[config.mk]
export PLATFORM = sky130hd
export DESIGN_NAME = down_counter_5bit
export DESIGN_NICKNAME = d
export VERILOG_FILES = /design/src/rtl/down_counter_5bit_pkg.sv /design/src/rtl/down_counter_5bit.sv
export SDC_FILE = /design/constraint.sdc
export NUM_CORES = 1
export LEC_CHECK = 0
export BUFFER_PORTS_ARGS = -buffer_cell sky130_fd_sc_hd__buf_2
export CAP_MARGIN = 20
export CELL_PAD_IN_SITES_DETAIL_PLACEMENT = 0
export CELL_PAD_IN_SITES_GLOBAL_PLACEMENT = 1
export CORE_AREA = 2 2 39 41
export DETAILED_ROUTE_END_ITERATION = 8
export DIE_AREA = 0 0 41 43
export MAX_ROUTING_LAYER = met4
export PLACE_DENSITY_LB_ADDON = 0.08
export SETUP_SLACK_MARGIN = 0.1
export SKIP_LAST_GASP = 1
export SYNTH_ARGS = -nofsm -noshare
export SYNTH_HDL_FRONTEND = slang
export SYNTH_SLANG_ARGS = --single-unit
[constraint.sdc]
create_clock -name Clk -period 3.55 [get_ports Clk]
set_input_delay 0.1775 -clock Clk [delete_from_list [all_inputs] [get_ports Clk]]
set_output_delay 0.1775 -clock Clk [all_outputs]
set_load 0.01 [all_outputs]
[src/rtl/down_counter_5bit_pkg.sv]
// down_counter_5bit_pkg: widths shared across the FP adder alignment path
package down_counter_5bit_pkg;
  localparam int EXP_DIFF_W = 5;
endpackage

[src/rtl/down_counter_5bit.sv]
// down_counter_5bit: loadable down counter that counts an alignment shift to zero
module down_counter_5bit
  import down_counter_5bit_pkg::*;
#(
  parameter int WIDTH = EXP_DIFF_W
) (
  input  logic             Clk,
  input  logic             Reset,
  input  logic [WIDTH-1:0] count,
  input  logic             Load,
  output logic [WIDTH-1:0] Q,
  output logic             shift_enable
);
  logic idle;
  assign idle = (Q == '0);
  assign shift_enable = idle;
  // loads are honoured only when idle; a busy count always runs down to zero
  always_ff @(posedge Clk or negedge Reset)
    if (!Reset) Q <= '0;
    else Q <= idle ? (Load ? count : '0) : Q - WIDTH'(1);
endmodule

After elaboration in Yosys (flattened, before gate mapping)
Index checks and enable logic that the tools add are counted.
{"block": "totals", "ff_bits": 5, "in_bits": 8, "out_inout_bits": 6, "word_cells": 5}
{"block": "op_classes", "add_sub_neg": 1, "muxes": 2, "n_reduce_logical": 1}
{"cell": "two-way mux 5 bit", "n": 2}
{"cell": "zero test 5 bit", "n": 1}
{"cell": "subtractor 5 x 1 -> 5 bit, second input constant", "n": 1}

Longest topological paths before layout
Gate-level depths: netlist of run 1.
{"block": "logic_depth", "depth_word": 2, "depth_mapped": 5, "ltp_nobuf": 5}

Least setup slack after synthesis of run 1
OpenSTA, ideal clock, no wires.
{"block": "synth_path", "path_kind": "reg-to-reg", "from": "register Q[0]", "to": "register Q[3]", "arrival_time_ns": 1.271, "required_time_ns": 3.471, "path_slack_ns": 2.200, "stages_incl_launch_ff": 5, "path_cell_list": "dfrtp_1 -> inv_1 -> ha_1 -> nor4b_4 -> mux2i_1"}
{"block": "synth_between", "elab_chain_len": 2}
{"element": "start: declaration", "line_no": "down_counter_5bit.sv:11", "source": "output logic [WIDTH-1:0] Q,"}
{"element": "start signal: assignment", "line_no": "down_counter_5bit.sv:20", "source": "else Q <= idle ? (Load ? count : '0) : Q - WIDTH'(1);"}
{"element": "zero test 5 bit", "line_no": "down_counter_5bit.sv:15", "source": "assign idle = (Q == '0);"}
{"element": "via shift_enable", "line_no": "down_counter_5bit.sv:12", "source": "output logic shift_enable"}
{"element": "two-way mux 5 bit", "line_no": "down_counter_5bit.sv:20"}
The timed path passes the listed nets, and every way through them passes these cells.

Worst setup path in the final report of run 1
{"block": "layout_path", "from": "register Q[0]", "to": "output shift_enable"}
{"block": "layout_between", "elab_chain_len": 1}
{"element": "zero test 5 bit", "line_no": "down_counter_5bit.sv:15"}
{"element": "end: declaration", "line_no": "down_counter_5bit.sv:12"}
Every way passes these cells.

==> results.tsv, run 1 <==
stage	metric	value	unit
run_status	outcome	finished clean	
floorplan	start_util	0.188	
setup_path	cp_max_fo	7	
floorplan	die-area	0.00176	sq mm
timing	slew_headroom	0.711	
routing	wl_per_cell	10.4	um
clock_network	clock_path_buffers	2	
clock_network	cts_tree	done	
finish	regMostFlops	Q	
synth	ys_ff_latch	5	
floorplan	dieHeight	43	um
setup_path	critPathLaunchType	register	
routing	vias	222	
grt	grt_usage	0.0938	
timing	min_period	1.71	ns
clock_network	clock_latency	0.24	ns
finish	area_delta_synth_final	46.6	%
synth	ys_seq_area_frac	0.481	
finish	seqCellArea	125	sq um
pwr	p_per_area	885	mW/mm^2
routing	postRouteAntennaNets	0	
timing	rsz0062_at_grt	no	
synth	yosys_warnings	0	
grt	grt_pass1_vias	233	
synth	syn_area	260	sq um
routing	drc	0	
grt	grt_pass1_wl	945	um
synth	syn_nets	34	
timing	finalSetupViolCount	0	
pwr	peakVddDrop	0.260	mV
floorplan	row_count	14	
routing	detail_route.vias_per_cell	3.76	
finish	drive_gt1_frac	0.419	
timing	fin_tns_setup	0	ns
finish	most-common-layout-cells	13 x buf_2, 5 x dfrtp_1, 4 x nand2_1	
setup_path	worstReg2RegEnd	Q[3]	
setup_path	arrival	1.53	ns
clock_network	cts_root_buf	clkbuf_4	
place	portBuffers	13	
timing	finalHoldViolations	0	
synth	synth_top_area_frac	0.481	
synth	yosys-top-cells-area	dfrtp_1 48%, nor4b_4 9.1%, xnor2_1 6.7%	
synth	synth_cell_type_count	13	
setup_path	cp_slowest_stage_delay	0.41	ns
finish	fillers	154	
timing	drv_slew	0	
timing	finalCritPeriodShare	0.482	
setup_path	cp-end-kind	output pin	
synth	synthCells	25	
setup_path	crit_chain	inv_1, ha_1, nor4b_4, buf_2	
clock_network	cts_buffers	3	
synth	synth.avg_cell_area	10.4	sq um
finish	multi_input_area	128	sq um
setup_path	r2r_setup_slack	2.18	ns
flow_run	drv_cap	0	
grt	overflow	0	
place	hpwlAfterDp	481	um
hold_path	min_path_type	input pin to register	
setup_path	criticalPathCategory	register to output pin	
routing	routed_wl	612	um
finish	final_util	0.276	
clock_network	cts.sinks	5	
finish	layout_commonest_cell	buf_2	
clock_network	cts_resized	0	
floorplan	core_area	0.00138	sq mm
routing	firstDrtPassIters	2	
clock_network	cts_max_level	1	
setup_path	r2r-start	Q[0]	
pwr	p_leak	0.186	nW
finish	largest_reg_flops	5	
grt	grt_max_degree	8	
grt	antenna_found_initial	0	
hold_path	hold_end	Q[2]	
hold_path	whs_path_depth	3	
floorplan	chipWidth	41	um
floorplan	ios	14	
setup_path	worstRegToRegCells	4	
finish	nets	53	
hold_path	hold_path.startpoint	count[2]	
finish	antennaDiodeCount	0	
timing	skew	0.00215	ns
clock_network	cts.clk_slew.worst_paths	0.04	ns
timing	worst_pin_slew	0.432	ns
synth	yosys.area.top_type	dfrtp_1	
setup_path	cpMaxStageDelayCell	nor4b_4	
timing	fmax	584	MHz
place	gp_congestion	0.650	
routing	drt_iter0_drc	1	
setup_path	critPathRequiredTime	3.37	ns
finish	reg.largest.list	Q x5	
[stage by stage]
stage	area, sq um	hold WS (ns)	power [mW]	cells	setup WS, ns
after floorplan	260	-0.118	0.220	25	2.20
after global placement	345	0.00330	0.278	54	2.12
after detailed placement	345	0.00592	0.275	54	2.09
after CTS	382	0.158	0.347	59	1.82
after global routing	382	0.186	0.369	59	1.73
final	382	0.166	0.338	59	1.84
[power by group]
group          total (mW)  switching (mW)  internal (mW)  leakage, nW
Sequential          0.127          0.0389         0.0878       0.0604
Combinational       0.146          0.0690         0.0765        0.110
Clock              0.0655          0.0231         0.0425       0.0150
[layer usage]
| metal | track usage | share of wire | up-vias |
|---|---|---|---|
| li1 | - | - | 121 |
| met1 | 0.110 | 0.49 | 88 |
| met2 | 0.103 | 0.41 | 11 |
| met3 | 0.0471 | 0.095 | 2 |
| met4 | 0.100 | 0.0065 | 0 |
| met5 | - | 0 | - |
[cells in the mapped netlist]
cell type and n:
nand2_1 4, o21ai_0 2, mux2i_1 1, nor4b_4 1, nor2_1 2, inv_1 2, mux2_2 1, dfrtp_1 5
nor3_1 1, a21oi_1 1, xnor2_1 2, nand3_1 2, ha_1 1
[what timing repair did]
item,CTS,global route
endpoints found under the hold margin,5,0
hold buffers,1,0
setup buffers,0,0
[cell families after synthesis]
| logic type | Yosys count | synth area share |
|---|---|---|
| xor+xnor | 2 | 0.0673 |
| mux | 2 | 0.0817 |
| buf+inv | 2 | 0.0289 |
| compound gates | 3 | 0.0577 |
| fa+ha+maj | 1 | 0.0481 |
| simple gates | 10 | 0.236 |
| flops | 5 | 0.481 |
[how the worst max path moves through the flow]
stage               from            to  slack (ns)  cells past startpoint
floorplan           Q[0]          Q[3]        2.20                      4
global placement    Q[0]  shift_enable        2.12                      4
detailed placement  Q[0]  shift_enable        2.09                      4
CTS                 Q[0]  shift_enable        1.82                      4
global route        Q[0]  shift_enable        1.73                      4
finish              Q[0]  shift_enable        1.84                      4
[cell type report]
cell class,instances,share of cell area
clock buffer,4,0.0689
timing repair buffer,14,0.197
tap,16,0.0525
sequential,5,0.328
multi-input combinational,18,0.334
inverter,2,0.0197
[worst max-delay path: cells and delay by family, from the launching register on]
kind          cells  cell delay, ns
simple gates      1            0.41
buf+inv           2            0.29
flops             1            0.40
fa+ha+maj         1            0.20
No activity file was read; power rests on OpenSTA's default activity.
==> run 2, diff against run 1 <==
Settings changed: ABC_AREA set to 1.
Clock period 3.55 ns to 1.49 ns, I/O delays scaled along.
==> results.tsv, run 2 <==
stage	metric	value	unit	change
finish	most-common-layout-cells	14 x nand2_1, 13 x buf_2, 5 x dfrtp_1, 5 x inv_1, 4 x o21ai_1		was 13 x buf_2, 5 x dfrtp_1, 4 x nand2_1
routing	routed_wl	640	um	was 612 um
synth	synth_edf_count	0		unchanged
timing	slew_headroom	0.876		was 0.711
routing	detail_route.vias_per_cell	3.89		was 3.76
synth	synth_most_common_cell	nand2_1		was dfrtp_1
setup_path	cp-end-kind	output pin		unchanged
place	portBuffers	13		unchanged
synth	dominantRegCellSynth	dfrtp_1		unchanged
timing	finalCritPeriodShare	0.867		
grt	grt_usage	0.0961		was 0.0938
finish	drive_gt1_frac	0.382		was 0.419
grt	antenna_found_initial	0		unchanged
synth	yosys-top-cells-area	dfrtp_1 43%, nand2_1 18%, inv_1 7.8%		was dfrtp_1 48%, nor4b_4 9.1%, xnor2_1 6.7%
clock_network	cts_max_level	1		unchanged
synth	ys_seq_area_frac	0.433		was 0.481
finish	nets	65		was 53
hold_path	whs_path_depth	3		unchanged
floorplan	start_util	0.209		was 0.188
timing	min_period	1.29	ns	
synth	synthCells	37		was 25
setup_path	arrival	1.22	ns	was 1.53 ns
finish	layout_commonest_cell	nand2_1		was buf_2
clock_network	clock_path_buffers	2		unchanged
routing	drt_iter0_drc	3		was 1
routing	vias	276		was 222
synth	yosys.area.top_type	dfrtp_1		unchanged
pwr	p_leak	0.231	nW	was 0.186 nW
routing	firstDrtPassIters	2		unchanged
grt	grt_pass1_vias	238		was 233
timing	finalHoldViolations	0		unchanged
timing	finalSetupViolCount	0		unchanged
timing	fmax	774	MHz	
routing	wl_per_cell	9.01	um	was 10.4 um
timing	skew	0.00159	ns	was 0.00215 ns
floorplan	dieHeight	43	um	unchanged
synth	synth_top_area_frac	0.433		was 0.481
floorplan	ios	14		unchanged
clock_network	cts_tree	done		unchanged
clock_network	cts.clk_slew.worst_paths	0.05	ns	was 0.04 ns
place	gp_congestion	0.746		was 0.650
finish	stdcell_area	423	sq um	was 382 sq um
grt	grt_pass1_wl	1010	um	was 945 um
finish	instances_no_fill	71		was 59
synth	syn_nets	46		was 34
pwr	p_per_area	2100	mW/mm^2	was 885 mW/mm^2
floorplan	chipWidth	41	um	unchanged
flow_run	drv_cap	0		unchanged
synth	ys_ff_latch	5		unchanged
setup_path	worstRegToRegCells	5		was 4
timing	drv_slew	0		unchanged
setup_path	criticalPathCategory	register to output pin		unchanged
clock_network	cts.sinks	5		unchanged
place	place_area	374	sq um	was 345 sq um
synth	synth.avg_cell_area	7.81	sq um	was 10.4 sq um
clock_network	postCtsSetupRepairBufs	0		unchanged
synth	syn_area	289	sq um	was 260 sq um
finish	antennaDiodeCount	0		unchanged
finish	reg.largest.list	Q x5		unchanged
place	hpwlAfterDp	527	um	was 481 um
clock_network	clock_latency	0.25	ns	was 0.24 ns
setup_path	cp_max_fo	9		was 7
setup_path	critPathLaunchType	register		unchanged
finish	largest_reg_flops	5		unchanged
place	post-place-ws	0.326	ns	was 2.09 ns
synth	async_flop_share	1.00		unchanged
synth	synth_cell_type_count	11		was 13
grt	overflow	0		unchanged
timing	fin_tns_setup	0	ns	unchanged
finish	regMostFlops	Q		unchanged
clock_network	cts_root_buf	clkbuf_4		unchanged
hold_path	min_path_type	input pin to register		unchanged
floorplan	die-area	0.00176	sq mm	unchanged
synth	yosys_warnings	0		unchanged
timing	fin_ws	0.198	ns	was 1.84 ns
finish	area_delta_synth_final	46.3	%	was 46.6%
timing	worst_pin_slew	0.186	ns	was 0.432 ns
grt	grt_max_degree	10		was 8
routing	postRouteAntennaNets	0		unchanged
run_status	outcome	finished clean		unchanged
setup_path	critPathRequiredTime	1.42	ns	was 3.37 ns
floorplan	core_area	0.00138	sq mm	unchanged
floorplan	row_count	14		unchanged
pwr	peakVddDrop	0.393	mV	was 0.260 mV
place	placed_cells_incl_taps	66		was 54
clock_network	cts_buffers	3		unchanged
synth	synthTopCellsByCount	14 x nand2_1, 6 x inv_1, 5 x dfrtp_1		was 5 x dfrtp_1, 4 x nand2_1
routing	drc	0		unchanged
timing	rsz0062_at_grt	no		unchanged
run 2: cell type report:
type	instances	area (sq um)
clock buffer	4	26.3
fill	176	961
inverter	7	27.5
multi-input combinational	25	149
sequential	5	125
tap	16	20.0
timing repair buffer	14	75.1
run 2: critical path: stages, from the launching register on:
cell	delay, ns
dfrtp_1	0.37
inv_2	0.10
ha_4	0.17
nand3_4	0.13
clkinv_2	0.07
buf_2	0.12
run 2: layer usage:
| layer | part of all wire | GRT usage | up-vias |
|---|---|---|---|
| met4 | 0.030 | 0.100 | 0 |
| li1 | - | - | 149 |
| met2 | 0.43 | 0.109 | 12 |
| met5 | 0 | - | - |
| met1 | 0.44 | 0.121 | 113 |
| met3 | 0.094 | 0.0314 | 2 |
run 2: repair_timing:
item / in CTS / in global routing
gates resized for setup: 1 / 2
endpoints found under the hold margin: 5 / 0
hold buffers: 1 / 0
endpoints found under the setup margin: 1 / 1
run 2: kinds of logic (layout without fill, tap and decap cells):
logic type / after synthesis / after routing / synth area share
buffers and inverters: 7 / 25 / 0.0952
XOR/XNOR: 1 / 1 / 0.0303
AO/OA/AOI/OAI: 4 / 4 / 0.0693
flip-flops: 5 / 5 / 0.433
AND/OR/NAND/NOR: 19 / 19 / 0.329
adder cells (fa/ha/maj): 1 / 1 / 0.0433
run 2: report_power, final:
part	switching, mW	internal (mW)	leakage, nW
Sequential	0.0653	0.206	0.0600
Clock	0.0616	0.102	0.0150
Combinational	0.253	0.200	0.156
run 2: through the flow:
step	hold WS [ns]	util	total power, mW
final	0.0730	0.306	0.888
after global routing	0.0948	0.306	0.982
after CTS	0.0778	0.298	0.863
after detailed placement	-0.102	0.270	0.688
after global placement	-0.105	0.270	0.694
after floorplan	-0.221	-	0.559
run 2: worst paths after layout:
check / startpoint / end / slack (ns)
setup / recovery: Q[0] / shift_enable / 0.20
max in group asynchronous: Reset / Q[4] / 1.19
hold / removal: count[2] / Q[2] / 0.07
setup reg to reg: Q[0] / Q[2] / 0.44
min in group asynchronous: Reset / Q[1] / 0.17
hold reg to reg: Q[4] / Q[4] / 0.51
==> run 3, diff against run 2 <==
Settings changed: ABC_AREA 1 to not set.
==> results.tsv, run 3 (synthesis results as in run 1) <==
stage	metric	value	unit	change
timing	skew	0.00674	ns	was 0.00159 ns
clock_network	cts.clk_slew.worst_paths	0.05	ns	about the same
clock_network	cts_tree	done		unchanged
finish	reg.largest.list	Q x5		unchanged
floorplan	die-area	0.00176	sq mm	unchanged
setup_path	critPathRequiredTime	1.42	ns	about the same
place	portBuffers	13		unchanged
setup_path	critPathLaunchType	register		unchanged
grt	grt_pass1_wl	945	um	was 1010 um
finish	nets	54		was 65
floorplan	ios	14		unchanged
timing	finalHoldViolations	0		unchanged
clock_network	cts_root_buf	clkbuf_4		unchanged
clock_network	clock_path_buffers	2		unchanged
finish	most-common-layout-cells	13 x buf_2, 5 x dfrtp_1, 4 x nand2_1		was 14 x nand2_1, 13 x buf_2, 5 x dfrtp_1, 5 x inv_1, 4 x o21ai_1
routing	detail_route.vias_per_cell	3.87		was 3.89
pwr	p_leak	0.189	nW	was 0.231 nW
hold_path	whs_path_depth	3		unchanged
grt	grt_pass1_vias	216		was 238
setup_path	cp-end-kind	output pin		unchanged
routing	wl_per_cell	10.7	um	was 9.01 um
clock_network	cts_buffers	3		unchanged
routing	vias	232		was 276
clock_network	cts_max_level	1		unchanged
grt	antenna_found_initial	0		unchanged
finish	layout_commonest_cell	buf_2		was nand2_1
floorplan	chipWidth	41	um	unchanged
floorplan	start_util	0.188		was 0.209
pwr	p_per_area	2140	mW/mm^2	was 2100 mW/mm^2
finish	regMostFlops	Q		unchanged
finish	antennaDiodeCount	0		unchanged
place	gp_congestion	0.635		was 0.746
pwr	peakVddDrop	0.606	mV	was 0.393 mV
setup_path	worstRegToRegCells	5		unchanged
finish	area_delta_synth_final	54.3	%	was 46.3%
finish	final_util	0.290		was 0.306
routing	drc	0		unchanged
grt	overflow	0		unchanged
floorplan	core_area	0.00138	sq mm	unchanged
clock_network	clock_latency	0.24	ns	was 0.25 ns
grt	grt_usage	0.0950		was 0.0961
routing	routed_wl	644	um	was 640 um
grt	grt_max_degree	7		was 10
timing	rsz0062_at_grt	yes		was no
setup_path	arrival	1.26	ns	was 1.22 ns
timing	slew_headroom	0.843		was 0.876
run_status	outcome	finished clean		unchanged
timing	finalCritPeriodShare	0.897		was 0.867
setup_path	cp_max_fo	4		was 9
hold_path	min_path_type	input pin to register		unchanged
floorplan	row_count	14		unchanged
timing	fmax	748	MHz	was 774 MHz
timing	min_period	1.34	ns	was 1.29 ns
clock_network	cts.sinks	5		unchanged
finish	largest_reg_flops	5		unchanged
flow_run	drv_cap	0		unchanged
timing	drv_slew	0		unchanged
timing	fin_tns_setup	0	ns	unchanged
routing	postRouteAntennaNets	0		unchanged
timing	finalSetupViolCount	0		unchanged
routing	firstDrtPassIters	2		unchanged
routing	drt_iter0_drc	2		was 3
timing	worst_pin_slew	0.233	ns	was 0.186 ns
floorplan	dieHeight	43	um	unchanged
setup_path	criticalPathCategory	register to output pin		unchanged
finish	drive_gt1_frac	0.500		was 0.382
==> run 3: changes by cell type in the layout (fill, tap and decap cells not counted), moves of 2 or more <==
cell,previous run,this run
nand2_1,14,4
inv_1,5,0
o21ai_1,4,0
o21ai_0,0,2
xnor2_1,0,2
==> run 3: metal layers <==
layer | wire, um | vias up | GRT usage
met5 | 0 | - | -
met1 | 310 | 98 | 0.111
li1 | - | 121 | -
met2 | 269 | 11 | 0.106
met4 | 4 | 0 | 0.100
met3 | 60 | 2 | 0.0471
==> run 3: through the flow <==
| step | setup slack, ns | area [sq um] | hold slack [ns] | instances | total power [mW] |
|---|---|---|---|---|---|
| final | 0.153 | 402 | 0.0582 | 60 | 0.860 |
| after global routing | 0.0639 | 402 | 0.0730 | 60 | 0.950 |
| after CTS | 0.102 | 402 | 0.0521 | 60 | 0.871 |
| after detailed placement | 0.105 | 345 | -0.101 | 54 | 0.653 |
| after global placement | 0.116 | 345 | -0.0998 | 54 | 0.650 |
| after floorplan | 0.140 | 260 | -0.221 | 25 | 0.524 |
==> run 3: final cells by class <==
| cell class | count | area (sq um) |
|---|---|---|
| Multi-Input combinational cell | 18 | 140 |
| Sequential cell | 5 | 125 |
| Tap cell | 16 | 20.0 |
| Clock buffer | 4 | 26.3 |
| Timing Repair Buffer | 15 | 82.6 |
| Inverter | 2 | 7.51 |
| Fill cell | 148 | 982 |
==> run 3: worst paths after layout <==
kind	startpoint	slack [ns]	end
worst max register to register	Q[0]	0.21	Q[3]
min in group asynchronous	Reset	0.17	Q[2]
worst min-delay path	count[2]	0.06	Q[2]
max in group asynchronous	Reset	1.18	Q[4]
worst min register to register	Q[0]	0.53	Q[0]
worst max-delay path	Q[0]	0.15	shift_enable
==> run 3: repair_timing <==
action,4_1_cts,5_1_grt
buffers inserted,1,0
hold buffers,1,0
pin swaps,1,0
gates resized for setup,2,2
setup endpoints to repair,3,1
endpoints found under the hold margin,5,0
cloned,0,0
==> run 3: power breakdown <==
part / switching, mW / total (mW) / internal, mW
Combinational: 0.183 / 0.395 / 0.212
Sequential: 0.0947 / 0.304 / 0.209
Clock: 0.0600 / 0.162 / 0.102
Total: 0.338 / 0.860 / 0.522
==> run 3: critical path: stages, from the launching register on <==
cell	delay, ns
dfrtp_1	0.41
inv_2	0.08
ha_4	0.14
nor4b_4	0.22
buf_2	0.18
